[config.mk]
export PLATFORM = sky130hd
export DESIGN_NAME = zorro_central_arbiter_flat
export DESIGN_NICKNAME = d
export VERILOG_FILES = /design/src/rtl/zorro_arb_pkg.sv /design/src/rtl/zorro_central_arbiter_if.sv /design/src/rtl/zorro_br_sync.sv /design/src/rtl/zorro_central_arbiter.sv /design/src/flat_wrapper.sv
export SDC_FILE = /design/constraint.sdc
export NUM_CORES = 1
export LEC_CHECK = 0
export BUFFER_PORTS_ARGS = -buffer_cell sky130_fd_sc_hd__buf_2
export CAP_MARGIN = 30
export CORE_AREA = 2 2 84 86
export CTS_CLUSTER_SIZE = 24
export DETAILED_ROUTE_END_ITERATION = 8
export DIE_AREA = 0 0 86 88
export PLACE_DENSITY = 0.74
export SETUP_SLACK_MARGIN = 0.1
export SYNTH_ARGS = -nofsm -noshare
export SYNTH_HDL_FRONTEND = slang
export SYNTH_SLANG_ARGS = --single-unit
[constraint.sdc]
create_clock -name C7M -period 10.9 [get_ports C7M]
set_input_delay 1.09 -clock C7M [delete_from_list [all_inputs] [get_ports C7M]]
set_output_delay 1.09 -clock C7M [all_outputs]
set_load 0.03 [all_outputs]
[src/rtl/zorro_arb_pkg.sv]
`default_nettype none
// ============================================================================
//  Module   : zorro_arb_pkg
//  Purpose  : Shared types and constants for the Zorro III central arbiter.
//             Holds the arbiter state encoding, the slot count ceiling and
//             a helper that sizes the OWNER index field.
//  Ports    : none (package)
//  Revision : 1.0  initial release
// ============================================================================
package zorro_arb_pkg;

   localparam int NSLOT_MAX = 8;

   typedef enum logic [1:0] {
      IDLE  = 2'd0,
      GRANT = 2'd1,
      DRAIN = 2'd2,
      GAP   = 2'd3
   } arb_state_t;

   // A single-slot backplane still needs a 1-bit OWNER field.
   function automatic int owner_width(input int nslot);
      return (nslot > 1) ? $clog2(nslot) : 1;
   endfunction

endpackage
`default_nettype wire

[src/rtl/zorro_central_arbiter_if.sv]
`default_nettype none
// ============================================================================
//  Module   : zorro_central_arbiter_if
//  Purpose  : Bundles the Zorro arbitration signals seen by the central
//             arbiter.
//  Ports    : EBR_n    per-slot request pulses (active low)
//             CPU_BR_n host CPU bus request (active low)
//             FCS      cycle in progress (active high)
//             DTACK_n  data transfer acknowledge (active low)
//             EBG_n    per-slot grants (active low, one-hot-or-none)
//             CPU_OWNS host CPU owns the bus
//             REGED    registration mask
//             OWNER    last or current granted slot
//  Modports : master - backplane/cards side, drives requests and bus status
//             slave  - arbiter side, drives grants and status
//  Revision : 1.0  initial release
// ============================================================================
interface zorro_central_arbiter_if #(
   parameter int NSLOT = 5
);
   import zorro_arb_pkg::*;

   localparam int OW = owner_width(NSLOT);

   logic [NSLOT-1:0] EBR_n;
   logic             CPU_BR_n;
   logic             FCS;
   logic             DTACK_n;
   logic [NSLOT-1:0] EBG_n;
   logic             CPU_OWNS;
   logic [NSLOT-1:0] REGED;
   logic [OW-1:0]    OWNER;

   modport master (
      output EBR_n, CPU_BR_n, FCS, DTACK_n,
      input  EBG_n, CPU_OWNS, REGED, OWNER
   );

   modport slave (
      input  EBR_n, CPU_BR_n, FCS, DTACK_n,
      output EBG_n, CPU_OWNS, REGED, OWNER
   );

endinterface
`default_nettype wire

[src/rtl/zorro_br_sync.sv]
`default_nettype none
// ============================================================================
//  Module   : zorro_br_sync
//  Purpose  : One slot of request registration. Synchronizes the
//             asynchronous EBR_n pulse into C7M, detects the start of each
//             low pulse and toggles the slot's registration flag on it.
//  Ports    : C7M      arbitration clock
//             RESET_n  asynchronous active-low reset
//             EBR_n    slot request pulse (active low, asynchronous)
//             reged_i  registration flag for this slot (registered)
//  Revision : 1.0  initial release
// ============================================================================
module zorro_br_sync (
   input  wire logic C7M,
   input  wire logic RESET_n,
   input  wire logic EBR_n,
   output logic      reged_i
);

   logic r_sync1;
   logic r_sync2;
   logic r_req_d;
   logic r_reged;
   logic w_rise;

   // Only the first sampled low cycle of a pulse counts; a held request
   // must go back high before it can toggle again.
   assign w_rise = r_sync2 & ~r_req_d;

   always_ff @(posedge C7M or negedge RESET_n) begin
      if (!RESET_n) begin
         r_sync1 <= 1'b0;
         r_sync2 <= 1'b0;
         r_req_d <= 1'b0;
         r_reged <= 1'b0;
      end else begin
         r_sync1 <= ~EBR_n;
         r_sync2 <= r_sync1;
         r_req_d <= r_sync2;
         r_reged <= r_reged ^ w_rise;
      end
   end

   assign reged_i = r_reged;

endmodule
`default_nettype wire

[src/rtl/zorro_central_arbiter.sv]
`default_nettype none
// ============================================================================
//  Module   : zorro_central_arbiter
//  Purpose  : Backplane Zorro III bus arbiter. Tracks which card masters are
//             registered and hands out EBG_n grants round-robin, returning
//             the bus to the host CPU whenever no card holds it.
//  Ports    : C7M      7 MHz arbitration clock
//             RESET_n  asynchronous active-low reset
//             bus      zorro_central_arbiter_if.slave (EBR_n, CPU_BR_n, FCS,
//                      DTACK_n in; EBG_n, CPU_OWNS, REGED, OWNER out)
//  Revision : 1.0  initial release
// ============================================================================
module zorro_central_arbiter
   import zorro_arb_pkg::*;
#(
   parameter int NSLOT  = 5,
   parameter int TENURE = 16
)(
   input  wire logic               C7M,
   input  wire logic               RESET_n,
   zorro_central_arbiter_if.slave  bus
);

   localparam int OW = owner_width(NSLOT);
   localparam int TW = $clog2(TENURE + 1);
   localparam logic [TW-1:0] TEN_MAX = TW'(TENURE);

   logic [NSLOT-1:0] w_reged;
   logic [NSLOT-1:0] w_owner_bit;
   logic             w_others;

   arb_state_t       r_state;
   arb_state_t       w_state_nxt;
   logic [OW-1:0]    r_owner;
   logic [OW-1:0]    w_owner_nxt;
   logic [TW-1:0]    r_ten_tmr;
   logic [TW-1:0]    w_ten_nxt;
   logic [TW-1:0]    r_cpu_tmr;
   logic [TW-1:0]    w_cpu_nxt;
   logic [NSLOT-1:0] r_ebg_n;
   logic             r_cpu_owns;

   // ------------------------------------------------------------------
   // Per-slot registration
   // ------------------------------------------------------------------
   generate
      for (genvar gi = 0; gi < NSLOT; gi++) begin : g_slot
         zorro_br_sync u_br_sync (
            .C7M     (C7M),
            .RESET_n (RESET_n),
            .EBR_n   (bus.EBR_n[gi]),
            .reged_i (w_reged[gi])
         );
      end
   endgenerate

   // First registered slot strictly after cur, wrapping; falls back to cur
   // itself so a lone registered master is re-chosen. Scanning k downward
   // lets the nearest match overwrite any farther one.
   function automatic logic [OW-1:0] next_slot(input logic [NSLOT-1:0] mask,
                                                input logic [OW-1:0]    cur);
      int idx;
      next_slot = cur;
      for (int k = NSLOT; k >= 1; k--) begin
         idx = (int'(cur) + k) % NSLOT;
         if (mask[idx]) begin
            next_slot = OW'(idx);
         end
      end
   endfunction

   assign w_owner_bit = NSLOT'(1) << r_owner;
   assign w_others    = |(w_reged & ~w_owner_bit);

   // ------------------------------------------------------------------
   // Next-state logic
   // ------------------------------------------------------------------
   always_comb begin
      w_state_nxt = r_state;
      w_owner_nxt = r_owner;
      w_ten_nxt   = r_ten_tmr;
      w_cpu_nxt   = r_cpu_tmr;
      case (r_state)
         IDLE: begin
            if (r_cpu_tmr < TEN_MAX) begin
               w_cpu_nxt = r_cpu_tmr + 1'b1;
            end
            // The CPU only keeps the bus against a waiting card until it
            // has had its own tenure.
            if (!bus.FCS && (|w_reged) && (bus.CPU_BR_n || (r_cpu_tmr >= TEN_MAX))) begin
               w_state_nxt = GRANT;
               w_owner_nxt = next_slot(w_reged, r_owner);
               w_ten_nxt   = '0;
            end
         end
         GRANT: begin
            if (r_ten_tmr < TEN_MAX) begin
               w_ten_nxt = r_ten_tmr + 1'b1;
            end
            if (!w_reged[r_owner]) begin
               w_state_nxt = DRAIN;
            end else if ((r_ten_tmr >= TEN_MAX) && (w_others || !bus.CPU_BR_n)) begin
               w_state_nxt = DRAIN;
            end
         end
         DRAIN: begin
            if (!bus.FCS && bus.DTACK_n) begin
               w_state_nxt = GAP;
            end
         end
         GAP: begin
            if (!bus.CPU_BR_n || !(|w_reged)) begin
               w_state_nxt = IDLE;
               w_cpu_nxt   = '0;
            end else begin
               w_state_nxt = GRANT;
               w_owner_nxt = next_slot(w_reged, r_owner);
               w_ten_nxt   = '0;
            end
         end
         default: begin
            w_state_nxt = IDLE;
         end
      endcase
   end

   // ------------------------------------------------------------------
   // State, timers and registered outputs. Outputs are decoded from the
   // next state so a grant appears on the same edge the FSM enters GRANT.
   // ------------------------------------------------------------------
   always_ff @(posedge C7M or negedge RESET_n) begin
      if (!RESET_n) begin
         r_state    <= IDLE;
         r_owner    <= '0;
         r_ten_tmr  <= '0;
         r_cpu_tmr  <= '0;
         r_ebg_n    <= '1;
         r_cpu_owns <= 1'b1;
      end else begin
         r_state    <= w_state_nxt;
         r_owner    <= w_owner_nxt;
         r_ten_tmr  <= w_ten_nxt;
         r_cpu_tmr  <= w_cpu_nxt;
         r_ebg_n    <= (w_state_nxt == GRANT) ? ~(NSLOT'(1) << w_owner_nxt) : '1;
         r_cpu_owns <= (w_state_nxt == IDLE);
      end
   end

   assign bus.EBG_n    = r_ebg_n;
   assign bus.CPU_OWNS = r_cpu_owns;
   assign bus.REGED    = w_reged;
   assign bus.OWNER    = r_owner;

endmodule
`default_nettype wire

[src/flat_wrapper.sv]
// flat-port wrapper written by rule: the top's interface ports become plain ports
module zorro_central_arbiter_flat import zorro_arb_pkg::*;
#(
   parameter int NSLOT  = 5,
   parameter int TENURE = 16
)
  (C7M, RESET_n, bus_EBR_n, bus_CPU_BR_n, bus_FCS, bus_DTACK_n, bus_EBG_n, bus_CPU_OWNS, bus_REGED, bus_OWNER);
  zorro_central_arbiter_if #(.NSLOT(NSLOT)) bus_i ();
  input  wire logic C7M;
  input  wire logic RESET_n;
  input wire logic [$bits(bus_i.EBR_n)-1:0] bus_EBR_n;
  input wire logic [$bits(bus_i.CPU_BR_n)-1:0] bus_CPU_BR_n;
  input wire logic [$bits(bus_i.FCS)-1:0] bus_FCS;
  input wire logic [$bits(bus_i.DTACK_n)-1:0] bus_DTACK_n;
  output wire logic [$bits(bus_i.EBG_n)-1:0] bus_EBG_n;
  output wire logic [$bits(bus_i.CPU_OWNS)-1:0] bus_CPU_OWNS;
  output wire logic [$bits(bus_i.REGED)-1:0] bus_REGED;
  output wire logic [$bits(bus_i.OWNER)-1:0] bus_OWNER;
  assign bus_i.EBR_n = bus_EBR_n;
  assign bus_i.CPU_BR_n = bus_CPU_BR_n;
  assign bus_i.FCS = bus_FCS;
  assign bus_i.DTACK_n = bus_DTACK_n;
  assign bus_EBG_n = bus_i.EBG_n;
  assign bus_CPU_OWNS = bus_i.CPU_OWNS;
  assign bus_REGED = bus_i.REGED;
  assign bus_OWNER = bus_i.OWNER;
  zorro_central_arbiter #(.NSLOT(NSLOT), .TENURE(TENURE)) u_core (.C7M(C7M), .RESET_n(RESET_n), .bus(bus_i));
endmodule
* After elaboration in Yosys (flattened, before gate mapping)
Index checks and enable logic that the tools add are counted.
Widths: inputs -> output; s select.
** Operators by class
- Add/sub/neg operators :: 7
- Divide/modulo/power cells :: 5
- Order comparisons :: 10
- Eq/ne operators :: 9
- Shift-type cells :: 2
- Multiplexer cells :: 39
- Bitwise operators :: 23
- Reduce and logical (&&, ||, !) cells :: 18
** Operator list (number)
- $lt 32x5->1 const B :: 5
- $mod 32x4->32 const B :: 5
- $mux 5 :: 6
- $mux 3 :: 7
- $bmux 1 s3 :: 6
- $pmux 5 s3 :: 1
- $mux 1 :: 12
- $add 5x1->5 const B :: 2
- $ge 5x5->1 const B :: 2
- $lt 5x5->1 const B :: 2
- $not 1->1 :: 10
- $not 5->5 :: 2
- $pmux 5 s2 :: 1
- $reduce_or 5->1 :: 2
- $shl 1x3->5 const A :: 2
- $add 3x2->4 const B :: 2
- $add 3x3->4 const B :: 2
- $mux 2 :: 4
- $ne 2x1->1 const B :: 4
- $pmux 2 s4 :: 1
- $pmux 3 s2 :: 1
- $and 1x1->1 :: 5
- $and 5x5->5 :: 1
- $xor 1x1->1 :: 5
- 13 further kinds :: 23
** Storage, ports and cells
- Register bits after elaboration :: 41
- Input bits :: 10
- Output and inout port bits :: 14
- Word-level logic and storage cells :: 139

* Longest topological paths before layout
- Depth in word-level cells :: 15
- Gate-level depth with buffers :: 21
- Depth with buffers taken out :: 18

* Cells and area by module
From an unflattened synthesis, not the netlist that was laid out.
** Unflattened totals
- Cell total of the unflattened synthesis :: 432
- Area total of the unflattened synthesis :: 3768.6 µm²
** By module, submodules not included
- zorro_central_arbiter :: instances 1, cells each 397, area each 3099.2 µm², sequential area each 533.0 µm²
- zorro_br_sync :: instances 5, cells each 7, area each 133.9 µm², sequential area each 100.1 µm²

* Worst setup path before layout
OpenSTA, ideal clock, no wires.
- Kind :: register to register
- Start point :: register u_core.r_owner[0], in the netlist u_core.bus.OWNER[0]
- End point :: register u_core.r_ebg_n[4], in the netlist u_core.bus.EBG_n[4]
- Setup time :: 94 ps
- Data arrival time :: 4976 ps
- Required time :: 10806 ps
- Slack :: 5830 ps
- Cell stages (with the launch flop) :: 21
- Buffers on the path :: 4
- Period minus slack after synthesis :: 5070 ps
- Cells stage by stage :: dfrtp_1 buf_6 buf_4 inv_1 buf_2 ha_1 buf_2 inv_1 ha_1 or3_1 nand3_1 nand2_1 ha_1 nor2b_1 o32a_2 xnor2_1 mux2i_1 a21oi_1 o32ai_1 a21oi_2 or4_4
** Between the ends
- Longest elaborated chain between the ends :: 15
- Elaborated cells between the ends (all ways) :: 48
- Classes of those cells :: 5 x add/sub; 5 x div; 1 x eq/ne; 2 x shift; 29 x mux; 3 x bitwise; 3 x reduce/logical
** RTL lines
- from (decl) :: RTL line zorro_central_arbiter.sv:34 : logic [OW-1:0] r_owner;
- from (signal assigned) :: RTL line zorro_central_arbiter.sv:141 : r_owner <= w_owner_nxt;
- $add 3x3->4 :: RTL line zorro_central_arbiter.sv:65 : idx = (int'(cur) + k) % NSLOT;
- $mod 32x4->32 :: RTL line zorro_central_arbiter.sv:65
- $bmux 1 s3 :: RTL line zorro_central_arbiter.sv:66 : if (mask[idx]) begin
- $mux 1 (not written as such) (2 in a row) :: RTL line zorro_central_arbiter.sv:66
- $mux 3 (4 in a row) :: RTL line zorro_central_arbiter.sv:66
- $mux 3 (*) :: RTL line zorro_central_arbiter.sv:66
- $mux 3 (on tied branches) :: RTL line zorro_central_arbiter.sv:112, zorro_central_arbiter.sv:90
- $pmux 3 s2 (*) :: RTL line zorro_central_arbiter.sv:83 : case (r_state)
- via u_core.w_owner_nxt[1] :: RTL line zorro_central_arbiter.sv:35 : logic [OW-1:0] w_owner_nxt;
- $shl 1x3->5 (*) :: RTL line zorro_central_arbiter.sv:144 : r_ebg_n <= (w_state_nxt == GRANT) ? ~(NSLOT'(1) << w_owner_nxt) : '1;
- $not 5->5 (*) :: RTL line zorro_central_arbiter.sv:144
- $mux 5 (*) :: RTL line zorro_central_arbiter.sv:144
- to (signal assigned) :: RTL line zorro_central_arbiter.sv:144
- to (decl) :: RTL line zorro_central_arbiter.sv:40 : logic [NSLOT-1:0] r_ebg_n;
Mark *: on every way through the listed nets, which the timed path passes. The rest lies on a longest branch. The select of a mux whose other input is x is not followed.
A chain may end at the register's enable or synchronous reset.

* Worst setup path in the final report
- Start point :: register u_core.r_owner[2], in the netlist u_core.bus.OWNER[2]
- End point :: register u_core.r_ebg_n[4], in the netlist u_core.bus.EBG_n[4]
The elaborated chain is that of the path after synthesis.

==> flow_metrics.tcl <==
set metrics [dict create \
    die_height_um 88 \
    path_cells "inv_1 -> ha_1 -> inv_1 -> ha_1 -> or3_1 -> a21oi_1 -> nor2_1 -> ha_1 -> a2111oi_0 -> o21ai_1 -> o211ai_1 -> nor2_1 -> or3_1 -> o221ai_1 -> a21oi_2 -> or4_4" \
    clock_path_buffers 2 \
    rsz0062_at_grt "false" \
    hold_path_class "reg2reg" \
    diodes 0 \
    core.rowCount 30 \
    layout_min_cycle_time_ns 5.991 \
    finalHoldViolCount 0 \
    path_max_fanout 19 \
    dpl_worst_slack_ns 5.075 \
    slowest_stage "dfrtp_1" \
    cts_tree "yes" \
    ys_async_sr_fraction_pct 100.0 \
    die_area_mm2 0.007568 \
    first_iter_violations 341 \
    path_buf_inv 2 \
    startpoint_type "register" \
    drive_gt1_share_pct 15.74 \
    ir_drop_mv 0.2338 \
    skew_ns 0.01275 \
    grt_pass1_vias 3210 \
    io-pin-count 24 \
    cts-root-buf "clkbuf_8" \
    port_buffers 23 \
    die_w_um 86 \
    p_switching_mw 0.5057 \
    antenna_found_initial 0 \
    track_usage_pct 25.67 \
    start_util_pct 59.17 \
    synth.distinct_cells 83 \
    synth_ff_type "dfrtp_1" \
    seq_power_share_pct 24.4 \
    combPwrFrac_pct 63.5 \
    nNetsFinal 496 \
    cts.repair.resized 0 \
    clock.fmax_ghz 0.1669 \
    worstPathRequired_ns 11.10 \
    wl_um 9426 \
    postLayoutCoreUtil_pct 61.85 \
    period_share_pct 54.97 \
    wl_per_cell_um 17.75 \
    tns_ns 0 \
    ctsHtreeMaxLevel 2 \
    ys_ff_latch 41 \
    syn_area_mm2 0.003931 \
    synth_nets 491 \
    dpl.hpwl_um 6897 \
    grt_pass1_wl_um 15720 \
    grt_max_degree 46 \
    status "finished clean" \
    setup_viol 0 \
    post_cts_buffers 0 \
    postSynthCellCount 445 \
    avgViaCountPerCell 6.508 \
    postCtsHoldBufs 0 \
    core_mm2 0.006644 \
    synth.avg_cell_area_um2 8.834 \
    clk_latency_ns 0.29 \
    max-cap-violations 0 \
    worst_setup_path_end_kind "register" \
    final_common_cell "ha_1" \
    grt_overflow_total 0 \
    n_fill_cell 595 \
    vias 3456 \
    drt_first_pass_iters 5 \
    detail_route.drc_violations 0 \
    critPathTopFamily "simple AND/OR/NAND/NOR gates" \
    worst_pin_slew_ns 0.8475 \
    ys_seq_area_share_pct 26.29 \
    relSlewSlack_pct 43.50 \
    cts_inserted_buffers 5 \
    syn_to_final_growth_pct 4.519 \
    path_clk_slew_ns 0.08 \
    setup_ws_ns 4.909 \
    drv_slew 0 \
    place_congestion 0.9270 \
    crit_arrival_ns 6.19 \
    cellPowerDensity_mw_per_mm2 249.9 \
    p_leak_nw 1.818 \
    ys.warnings.count 0 \
    p_int_mw 0.5210 \
    final_cell_mix "ha_1 (36), dfrtp_1 (35), inv_1 (33)" \
    cts_sinks 41 \
    synth_edf_count 0 \
    max_stage_delay_ns 0.78 \
    path_class "reg2reg" \
    ant_nets 0 \
    cp_common_cell "ha_1" \
    netSwitchingFraction_pct 49.25 \
    pwr-share-clk_pct 12.2 \
]
## cell type report
class	count	area (um2)	area share, %
multi-input cells	341	2594	63.12
flip-flops and latches	41	1033	25.15
inverters	37	138.9	3.380
repair buffers	24	122.6	2.984
well taps	80	100.1	2.436
clock buffers	6	82.58	2.010
clock inverters	2	37.54	0.9135
## through the flow
step	power (mW)	hold slack (ns)	instances	cell area, um2
5_1_grt	1.111	0.3623	531	4109
6_report	1.027	0.3521	531	4109
4_1_cts	1.020	0.3549	531	4109
3_5_place_dp	0.8894	0.3364	523	3989
3_3_place_gp	0.8743	0.3328	523	3989
2_1_floorplan	0.7657	0.3312	445	3931
## cell usage after synthesis, types with 5 or more instances
library cell | count | share of area [%]
ha_1 | 36 | 11
dfrtp_1 | 35 | 22
inv_1 | 33 | 3.2
a21oi_1 | 25 | 3.2
nand2_1 | 25 | 2.4
nor2_1 | 24 | 2.3
nand2b_1 | 14 | 2.2
o211ai_1 | 13 | 2.5
nand3_1 | 12 | 1.5
buf_4 | 10 | 1.9
o21ai_0 | 10 | 1.3
a211oi_1 | 9 | 1.7
nor3_1 | 9 | 1.1
xnor2_1 | 9 | 2.0
mux2i_1 | 8 | 2.0
nor2b_1 | 8 | 1.3
a21o_1 | 7 | 1.3
clkbuf_1 | 7 | 0.67
nand3b_1 | 7 | 1.3
nand4_1 | 7 | 1.1
buf_2 | 6 | 0.76
dfstp_2 | 6 | 4.0
o211a_1 | 6 | 1.5
nor3b_1 | 5 | 0.95
o21a_1 | 5 | 0.95
or3_1 | 5 | 0.80
## cells by family (layout without fill, tap and decap cells)
logic type / count (synthesis) / after routing / synth area share, %
flip-flops: 41 / 41 / 26.29
AND/OR/NAND/NOR: 139 / 139 / 19.76
adder cells (fa/ha/maj): 36 / 36 / 11.46
XOR/XNOR: 13 / 13 / 2.896
multiplexers: 14 / 14 / 4.392
AO/OA/AOI/OAI: 139 / 139 / 27.47
buffers and inverters: 63 / 69 / 7.734
## metal layers
| layer | vias to the layer above | track usage [%] | share of wire, % |
|---|---|---|---|
| met1 | 1676 | 34.93 | 46 |
| met2 | 104 | 43.62 | 49 |
| li1 | 1661 | - | - |
| met4 | 0 | 8.225 | 1.4 |
| met5 | - | 0 | 0 |
| met3 | 15 | 1.979 | 4.2 |
## power by group through the flow
stage	clock, mW	combinational [mW]	sequential, mW
2_1_floorplan	0	0.535	0.231
3_3_place_gp	0	0.624	0.250
3_5_place_dp	0	0.638	0.251
4_1_cts	0.127	0.643	0.249
5_1_grt	0.134	0.721	0.256
6_report	0.125	0.652	0.250
## state kept, by name, indices dropped and copies added, names as in the netlist
name and count:
u_core.bus.EBG_n 5, u_core.g_slot.u_br_sync.r_req_d 5, u_core.g_slot.u_br_sync.r_sync1 5, u_core.g_slot.u_br_sync.r_sync2 5, u_core.g_slot.u_br_sync.reged_i 5, u_core.r_cpu_tmr 5
u_core.r_ten_tmr 5, u_core.bus.OWNER 3, u_core.r_state 2, u_core.bus.CPU_OWNS 1
## path summary, 6_finish.rpt
check                                                   startpoint                                  to  slack, ns  cells past startpoint
worst max register to register                 u_core.bus.OWNER[2]                 u_core.bus.EBG_n[4]       4.91                     16
max in group asynchronous                                  RESET_n                 u_core.r_cpu_tmr[0]       9.46                      1
min in group asynchronous                                  RESET_n  u_core.g_slot[2].u_br_sync.r_req_d       0.91                      1
worst min register to register  u_core.g_slot[4].u_br_sync.r_sync1  u_core.g_slot[4].u_br_sync.r_sync2       0.35                      0
worst min-delay path            u_core.g_slot[4].u_br_sync.r_sync1  u_core.g_slot[4].u_br_sync.r_sync2       0.35                      0
worst max-delay path                           u_core.bus.OWNER[2]                 u_core.bus.EBG_n[4]       4.91                     16
No activity file was read; power rests on OpenSTA's default activity.
